===== src/rtl/serial_add_ctrl.sv =====
// Nibble-serial adder/subtractor: one shared 4-bit ripple adder walks the operands LSB nibble first.
// Optional signed-overflow output OVF is compiled in when SERIAL_ADD_OVF_EN is defined.

module serial_add_nibble (
  input  logic [3:0] a,
  input  logic [3:0] b,
  input  logic       cin,
  output logic [3:0] sum,
  output logic       cout
);

  always_comb begin
    logic carry;
    // NOTE: every variable assigned in always_comb gets a default first, or a latch is inferred.
    sum   = '0;
    carry = cin;
    for (int i = 0; i < 4; i++) begin
      sum[i] = a[i] ^ b[i] ^ carry;
      carry  = (a[i] & b[i]) | (carry & (a[i] ^ b[i]));
    end
    cout = carry;
  end

endmodule

module serial_add_ctrl #(
  parameter int NIBBLES = 4
) (
  input  logic                 clk,
  input  logic                 rst_n,
  input  logic [4*NIBBLES-1:0] A,
  input  logic [4*NIBBLES-1:0] B,
  input  logic                 CI,
  input  logic                 SUB,
  input  logic                 in_valid,
  output logic                 in_ready,
  output logic [4*NIBBLES-1:0] SUM,
  output logic                 CO,
  output logic                 out_valid,
  input  logic                 out_ready,
  output logic                 busy
`ifdef SERIAL_ADD_OVF_EN
  ,
  output logic                 OVF
`endif
);

  localparam int W  = 4 * NIBBLES;
  localparam int CW = (NIBBLES > 1) ? $clog2(NIBBLES) : 1;
  localparam logic [CW-1:0] LAST = CW'(NIBBLES - 1);

  typedef enum logic [1:0] {
    IDLE,
    RUN,
    DONE
  } state_t;

  state_t        state;
  logic [W-1:0]  a_reg;
  logic [W-1:0]  b_reg;
  logic          carry;
  logic [CW-1:0] count;

  logic [3:0]    a_nib;
  logic [3:0]    b_nib;
  logic [3:0]    nib_sum;
  logic          nib_cout;

  always_comb begin
    a_nib = '0;
    b_nib = '0;
    for (int i = 0; i < NIBBLES; i++) begin
      if (count == CW'(i)) begin
        a_nib = a_reg[4*i +: 4];
        b_nib = b_reg[4*i +: 4];
      end
    end
  end

  serial_add_nibble u_adder (
    .a    (a_nib),
    .b    (b_nib),
    .cin  (carry),
    .sum  (nib_sum),
    .cout (nib_cout)
  );

  // NOTE: sequential state uses non-blocking assignments so all registers update from pre-edge values.
  always_ff @(posedge clk or negedge rst_n) begin
    if (!rst_n) begin
      state     <= IDLE;
      in_ready  <= 1'b1;
      out_valid <= 1'b0;
      busy      <= 1'b0;
      // NOTE: operand registers are reset too; they are few flops and make post-reset state fully defined.
      a_reg     <= '0;
      b_reg     <= '0;
      carry     <= 1'b0;
      count     <= '0;
      SUM       <= '0;
      CO        <= 1'b0;
`ifdef SERIAL_ADD_OVF_EN
      OVF       <= 1'b0;
`endif
    end else begin
      unique case (state)
        IDLE: begin
          if (in_valid) begin
            a_reg    <= A;
            b_reg    <= SUB ? ~B : B;
            carry    <= SUB ? 1'b1 : CI;
            count    <= '0;
            state    <= RUN;
            in_ready <= 1'b0;
            busy     <= 1'b1;
          end
        end

        RUN: begin
          for (int i = 0; i < NIBBLES; i++) begin
            if (count == CW'(i)) SUM[4*i +: 4] <= nib_sum;
          end
          carry <= nib_cout;
          count <= count + 1'b1;
          if (count == LAST) begin
            CO        <= nib_cout;
`ifdef SERIAL_ADD_OVF_EN
            // Signed overflow: operand signs agree but the result sign differs.
            OVF       <= (a_nib[3] == b_nib[3]) && (nib_sum[3] != a_nib[3]);
`endif
            state     <= DONE;
            out_valid <= 1'b1;
          end
        end

        DONE: begin
          if (out_ready) begin
            state     <= IDLE;
            out_valid <= 1'b0;
            in_ready  <= 1'b1;
            busy      <= 1'b0;
          end
        end

        default: begin
          state     <= IDLE;
          in_ready  <= 1'b1;
          out_valid <= 1'b0;
          busy      <= 1'b0;
        end
      endcase
    end
  end

endmodule


===== config.mk =====
export PLATFORM = sky130hd
export DESIGN_NAME = serial_add_ctrl
export DESIGN_NICKNAME = d
export VERILOG_FILES = /design/src/rtl/serial_add_ctrl.sv
export SDC_FILE = /design/constraint.sdc
export NUM_CORES = 1
export LEC_CHECK = 0
export BUFFER_PORTS_ARGS = -buffer_cell sky130_fd_sc_hd__buf_4
export CAP_MARGIN = 10
export CORE_MARGIN = 2
export CORE_UTILIZATION = 58
export DETAILED_ROUTE_END_ITERATION = 12
export GPL_TIMING_DRIVEN = 0
export PLACE_DENSITY = 0.84
export SKIP_LAST_GASP = 1
export SLEW_MARGIN = 40
export SYNTH_ARGS = -nofsm -noshare
export SYNTH_HDL_FRONTEND = slang
export SYNTH_SLANG_ARGS = --single-unit

===== constraint.sdc =====
create_clock -name clk -period 9.25 [get_ports clk]
set_clock_uncertainty 0.1 [all_clocks]
set_input_delay 0.925 -clock clk [delete_from_list [all_inputs] [get_ports clk]]
set_output_delay 0.925 -clock clk [all_outputs]
set_load 0.03 [all_outputs]

Word level (Yosys, flattened, before mapping)
Index checks and enable logic that the tools add are counted.
{"block": "classes", "n_addsub": 1, "n_eq_ne": 8, "muxes": 26, "n_bitwise": 23, "reduce_logical": 12}
{"op": "$mux 4", "n": 8}
{"op": "$mux 16", "n": 1}
{"op": "$not 16->16", "n": 1}
{"op": "$reduce_and 2->1", "n": 6}
{"op": "$pmux 1 s3", "n": 3}
{"op": "$reduce_and 3->1", "n": 3}
{"op": "$and 1x1->1", "n": 8}
{"op": "$mux 2", "n": 4}
{"op": "$xor 1x1->1", "n": 8}
{"op": "$mux 1", "n": 7}
{"op": "$eq 2x2->1 const B", "n": 3}
{"op": "$ne 2x2->1 const B", "n": 3}
{"op": "$pmux 2 s3", "n": 1}
{"op": "$eq 2x1->1 const B", "n": 2}
{"op": "$logic_not 2->1", "n": 2}
{"op": "$or 1x1->1", "n": 4}
{"op": "$pmux 2 s2", "n": 1}
{"op": "$add 2x1->2 const B", "n": 1}
{"op": "$not 1->1", "n": 2}
{"op": "$pmux 1 s2", "n": 1}
{"op": "$reduce_bool 2->1", "n": 1}
{"block": "word_totals", "regBits": 57, "in_bits": 38, "out_inout_bits": 20, "wordCells": 83}

Longest topological paths before layout
{"block": "depth", "ltp_word": 15, "ltp_mapped": 14, "depth_no_buf": 12}

By module
Synthesis repeated with hierarchy kept, for this count alone.
{"block": "hier_totals", "cells_unflattened": 273, "hier_area_um2": 2728.9}
{"module": "serial_add_ctrl", "n_inst": 1, "cells_per_inst": 259, "area_per_inst_um2": 2611.3, "seq_area_each_um2": 1427.6}
{"module": "serial_add_nibble", "n_inst": 1, "cells_per_inst": 14, "area_per_inst_um2": 117.6, "seq_area_each_um2": 0.0}

Worst setup path before layout
Ideal clock, no wire load.
{"block": "synth_timing", "kind": "reg2reg", "startpoint": "reg count[0]", "endpoint": "reg SUM[11]", "setup_time_ps": 125, "t_arrival_ps": 3012, "required_time_ps": 9025, "setup_slack_ps": 6014, "path_stages_with_launch": 14, "n_path_buf": 2, "synth_period_minus_slack_ps": 3236, "path_cell_list": "dfrtp_1 inv_1 ha_1 buf_2 buf_2 a21oi_1 o21ai_0 a22oi_1 fa_1 inv_1 fa_1 fa_1 fa_1 mux2_2"}
{"block": "synth_between", "elab_chain_len": 13, "elab_cells_between_ends": 27, "classes_between": "eq/ne (3); mux (8); bitwise (14); reduce/logical (2)"}
{"item": "start, declared", "line": "62", "rtl": "logic [CW-1:0] count;"}
{"item": "start signal, assigned", "line": "124", "rtl": "count <= count + 1'b1;"}
{"item": "$logic_not 2->1", "line": "73", "rtl": "if (count == CW'(i)) begin"}
{"item": "$mux 4 (4 in series)", "line": "73"}
{"item": "$xor 1x1->1", "line": "19", "rtl": "carry = (a[i] & b[i]) | (carry & (a[i] ^ b[i]));"}
{"item": "$and 1x1->1", "line": "19"}
{"item": "$or 1x1->1", "line": "19"}
{"item": "$and 1x1->1", "line": "19"}
{"item": "$or 1x1->1", "line": "19"}
{"item": "$and 1x1->1", "line": "19"}
{"item": "$or 1x1->1", "line": "19"}
{"item": "$xor 1x1->1 (*)", "line": "18", "rtl": "sum[i] = a[i] ^ b[i] ^ carry;"}
{"item": "net nib_sum[3]", "line": "66", "rtl": "logic [3:0] nib_sum;"}
{"item": "end signal, assigned by index", "line": "121", "rtl": "if (count == CW'(i)) SUM[4*i +: 4] <= nib_sum;"}
{"item": "end, declared", "line": "37", "rtl": "output logic [4*NIBBLES-1:0] SUM,"}
Mark *: on every way through the listed nets, which the timed path passes. The rest lies on a longest branch.
A chain may end at the register's enable or synchronous reset.

Worst setup path in the final report
{"block": "layout_timing", "startpoint": "reg count[1]", "endpoint": "reg SUM[7]"}
The elaborated chain is that of the path after synthesis.

==> results.cfg <==
[timing]
finalSetupViolations = 0
finalHoldViolCount = 0
rsz0062_at_grt = no
worst_slew_pin_slew_ns = 0.7054
relSlewSlack_pct = 52.97
tns_ns = 0
fin_crit_ns = 3.658
slew_viol_final = 0
period_share_pct = 39.54
fmax_mhz = 273.4

[grt]
grt_util_met3_pct = 4.664
top_usage_layer = met2
grt_pass1_vias = 2078
grt.met2_usage_pct = 36.94
grt_pass1_wl_um = 9315
grt_max_degree = 58
gr-total-overflow = 0
grtUsageMet1_pct = 30.54
grt_use_total_pct = 23.52
antenna_found_initial = 0

[final_layout]
drive_gt1_share_pct = 31.88
nets = 387
post-route-util_pct = 74.08
fill_cells = 346
final_area_um2 = 3476
diodes = 0
fin_cells = 399
syn2layout_area_growth_pct = 24.46

[placed_design]
port_buffers = 56
dpl_cell_area_um2 = 3281
dp_cells = 384
gp_congestion = 0.8176
dpl.hpwl_um = 4046

[synth]
netlist_instances = 274
synthFlopType = dfrtp_1
synth_nets = 320
yosys_warnings = 0
synth_edf_count = 0
yosysSeqAreaShare_pct = 51.12
ys_types = 34
ys_seq_elements = 57
avgSynthCellArea_um2 = 10.19
syn_area_um2 = 2793
async_flop_share_pct = 100.0

[critical_path]
crit_path_start_kind = flop
crit_path_frequent_cell = fa_1
critPathMaxFanout = 10
path_cells = inv_1 > ha_1 > clkbuf_1 > o21ai_0 > a22oi_1 > fa_1 > inv_1 > fa_1 > fa_1 > fa_1 > mux2_2
worstSetupPathType = reg2reg
critPathRequiredTime_ns = 9.37
max_stage_delay_ns = 0.52
arrival_ns = 3.78
cp_slowest_cell = fa_1
cp-end-kind = flop

[routing]
vias = 2130
drc_errors = 0
first_iter_violations = 175
drt_pre_antenna_iters = 4
ant_nets = 0
routed_wl_um = 5679
wl_per_cell_um = 14.23
viasPerCell = 5.338

[cts]
ctsHoldBuffers = 0
clk-insertion-delay-late_ns = 0.34
clk_path_buf_depth = 2
clock-sinks = 57
htree_levels = 3
cts_root_buf = clkbuf_8
cts.repair.resized = 0
clk_pin_slew_ns = 0.06
numCtsBuffers = 9
cts_tree = yes
postCtsSetupBuffers = 0

[die]
dieArea_um2 = 5386
rows = 25
ios = 58
die_w_um = 73.39
start_util_pct = 59.52
die_h_um = 73.39
core_um2 = 4692

[power_and_ir_drop]
cellLeakagePower_nw = 1.715
pwr_density_cell_nw_per_um2 = 394.2
vdd_ir_drop_max_v = 0.0001749

[status]
status = completed

[min_path]
hp-class = reg2reg

[run]
drv_cap = 0
-- cell type report --
type / instances / area [um^2] / area share (%)
flip-flops and latches: 57 / 1428 / 41.07
inverters: 11 / 41.29 / 1.188
multi-input cells: 189 / 1197 / 34.45
clock inverters: 3 / 40.04 / 1.152
well taps: 54 / 67.56 / 1.944
plain buffers: 17 / 126.4 / 3.636
repair buffers: 56 / 420.4 / 12.10
clock buffers: 12 / 155.1 / 4.464
-- synth_stat cells (2+ instances only) --
| cell | n | area (um^2) |
|---|---|---|
| inv_1 | 11 | 41.29 |
| nand2_1 | 75 | 281.5 |
| mux2_2 | 13 | 146.4 |
| nand3b_1 | 3 | 22.52 |
| a22oi_1 | 2 | 15.01 |
| a22o_1 | 4 | 35.03 |
| xor2_1 | 3 | 26.28 |
| buf_6 | 3 | 33.78 |
| nand2b_1 | 2 | 12.51 |
| fa_1 | 4 | 80.08 |
| xnor2_1 | 13 | 113.9 |
| nor2b_1 | 4 | 25.02 |
| clkbuf_2 | 2 | 10.01 |
| dfrtp_1 | 56 | 1401 |
| buf_2 | 5 | 25.02 |
| o21ai_0 | 20 | 100.1 |
| nor2_1 | 2 | 7.510 |
| a21oi_1 | 15 | 75.07 |
| o21ai_1 | 4 | 20.02 |
| ha_1 | 4 | 50.05 |
| o31ai_1 | 3 | 22.52 |
| o21ai_2 | 9 | 78.83 |
| buf_4 | 4 | 30.03 |
| clkbuf_1 | 2 | 7.510 |
| a221oi_1 | 2 | 17.52 |
-- power by group --
part | internal (mW) | switching [mW] | leakage [nW]
Clock | 0.137 | 0.0943 | 0.102
Sequential | 0.373 | 0.0653 | 0.697
Combinational | 0.297 | 0.404 | 0.915
Total | 0.806 | 0.564 | 1.71
-- kinds of logic (layout without fill, tap and decap cells) --
kind of cell / count (synthesis) / after routing / synth area share, %
buffers and inverters: 28 / 99 / 6.004
adder cells (fa/ha/maj): 8 / 8 / 4.660
XOR/XNOR: 16 / 16 / 5.018
AND/OR/NAND/NOR: 91 / 91 / 14.34
multiplexers: 13 / 13 / 5.242
AO/OA/AOI/OAI: 61 / 61 / 13.62
flip-flops: 57 / 57 / 51.12
-- worst paths after layout --
kind,from,end,slack [ns],cells past startpoint
setup / recovery,count[1],SUM[7],5.59,11
hold / removal,SUM[8],SUM[8],0.38,2
setup reg to reg,count[1],SUM[7],5.59,11
hold reg to reg,SUM[8],SUM[8],0.38,2
max in group asynchronous,rst_n,b_reg[14],8.04,1
min in group asynchronous,rst_n,busy,0.53,1
-- per-layer routing --
metal,share of wire [%],wire length (um)
met5,0,0
met4,2.8,161
met3,5.5,311
met2,49,2805
met1,42,2400
-- metrics by stage --
stage | setup slack [ns] | power (mW) | hold WS, ns
after floorplan | 6.014 | 0.9294 | 0.3444
after global placement | 5.712 | 1.117 | 0.3619
after detailed placement | 5.643 | 1.144 | 0.3655
after CTS | 5.641 | 1.381 | 0.3856
after global routing | 5.439 | 1.473 | 0.4130
final | 5.592 | 1.370 | 0.3801
-- critical path, delay by kind of cell (launching register included) --
kind            cells  cell delay, ns
compound gates      2            0.43
buf+inv             3            0.49
fa+ha+maj           5            1.83
flops               1            0.40
mux                 1            0.29
-- layout by cell type (no fill, tap or decap), drive strengths merged --
| cell | count |
|---|---|
| nor2 | 2 |
| nand3b | 4 |
| nand2 | 75 |
| a22oi | 2 |
| buf | 69 |
| a22o | 4 |
| xnor2 | 13 |
| nor3 | 1 |
| fa | 4 |
| nor3b | 1 |
| a21o | 1 |
| nor2b | 4 |
| inv | 11 |
| o31ai | 3 |
| o311ai | 1 |
| ha | 4 |
| dfstp | 1 |
| a21oi | 15 |
| o21ai | 33 |
| dfrtp | 56 |
| clkbuf | 16 |
| nand2b | 2 |
| bufinv | 1 |
| or3b | 1 |
| a221oi | 2 |
| nand3 | 1 |
| xor2 | 3 |
| clkinv | 2 |
| mux2 | 13 |
No activity file was read; power rests on OpenSTA's default activity.
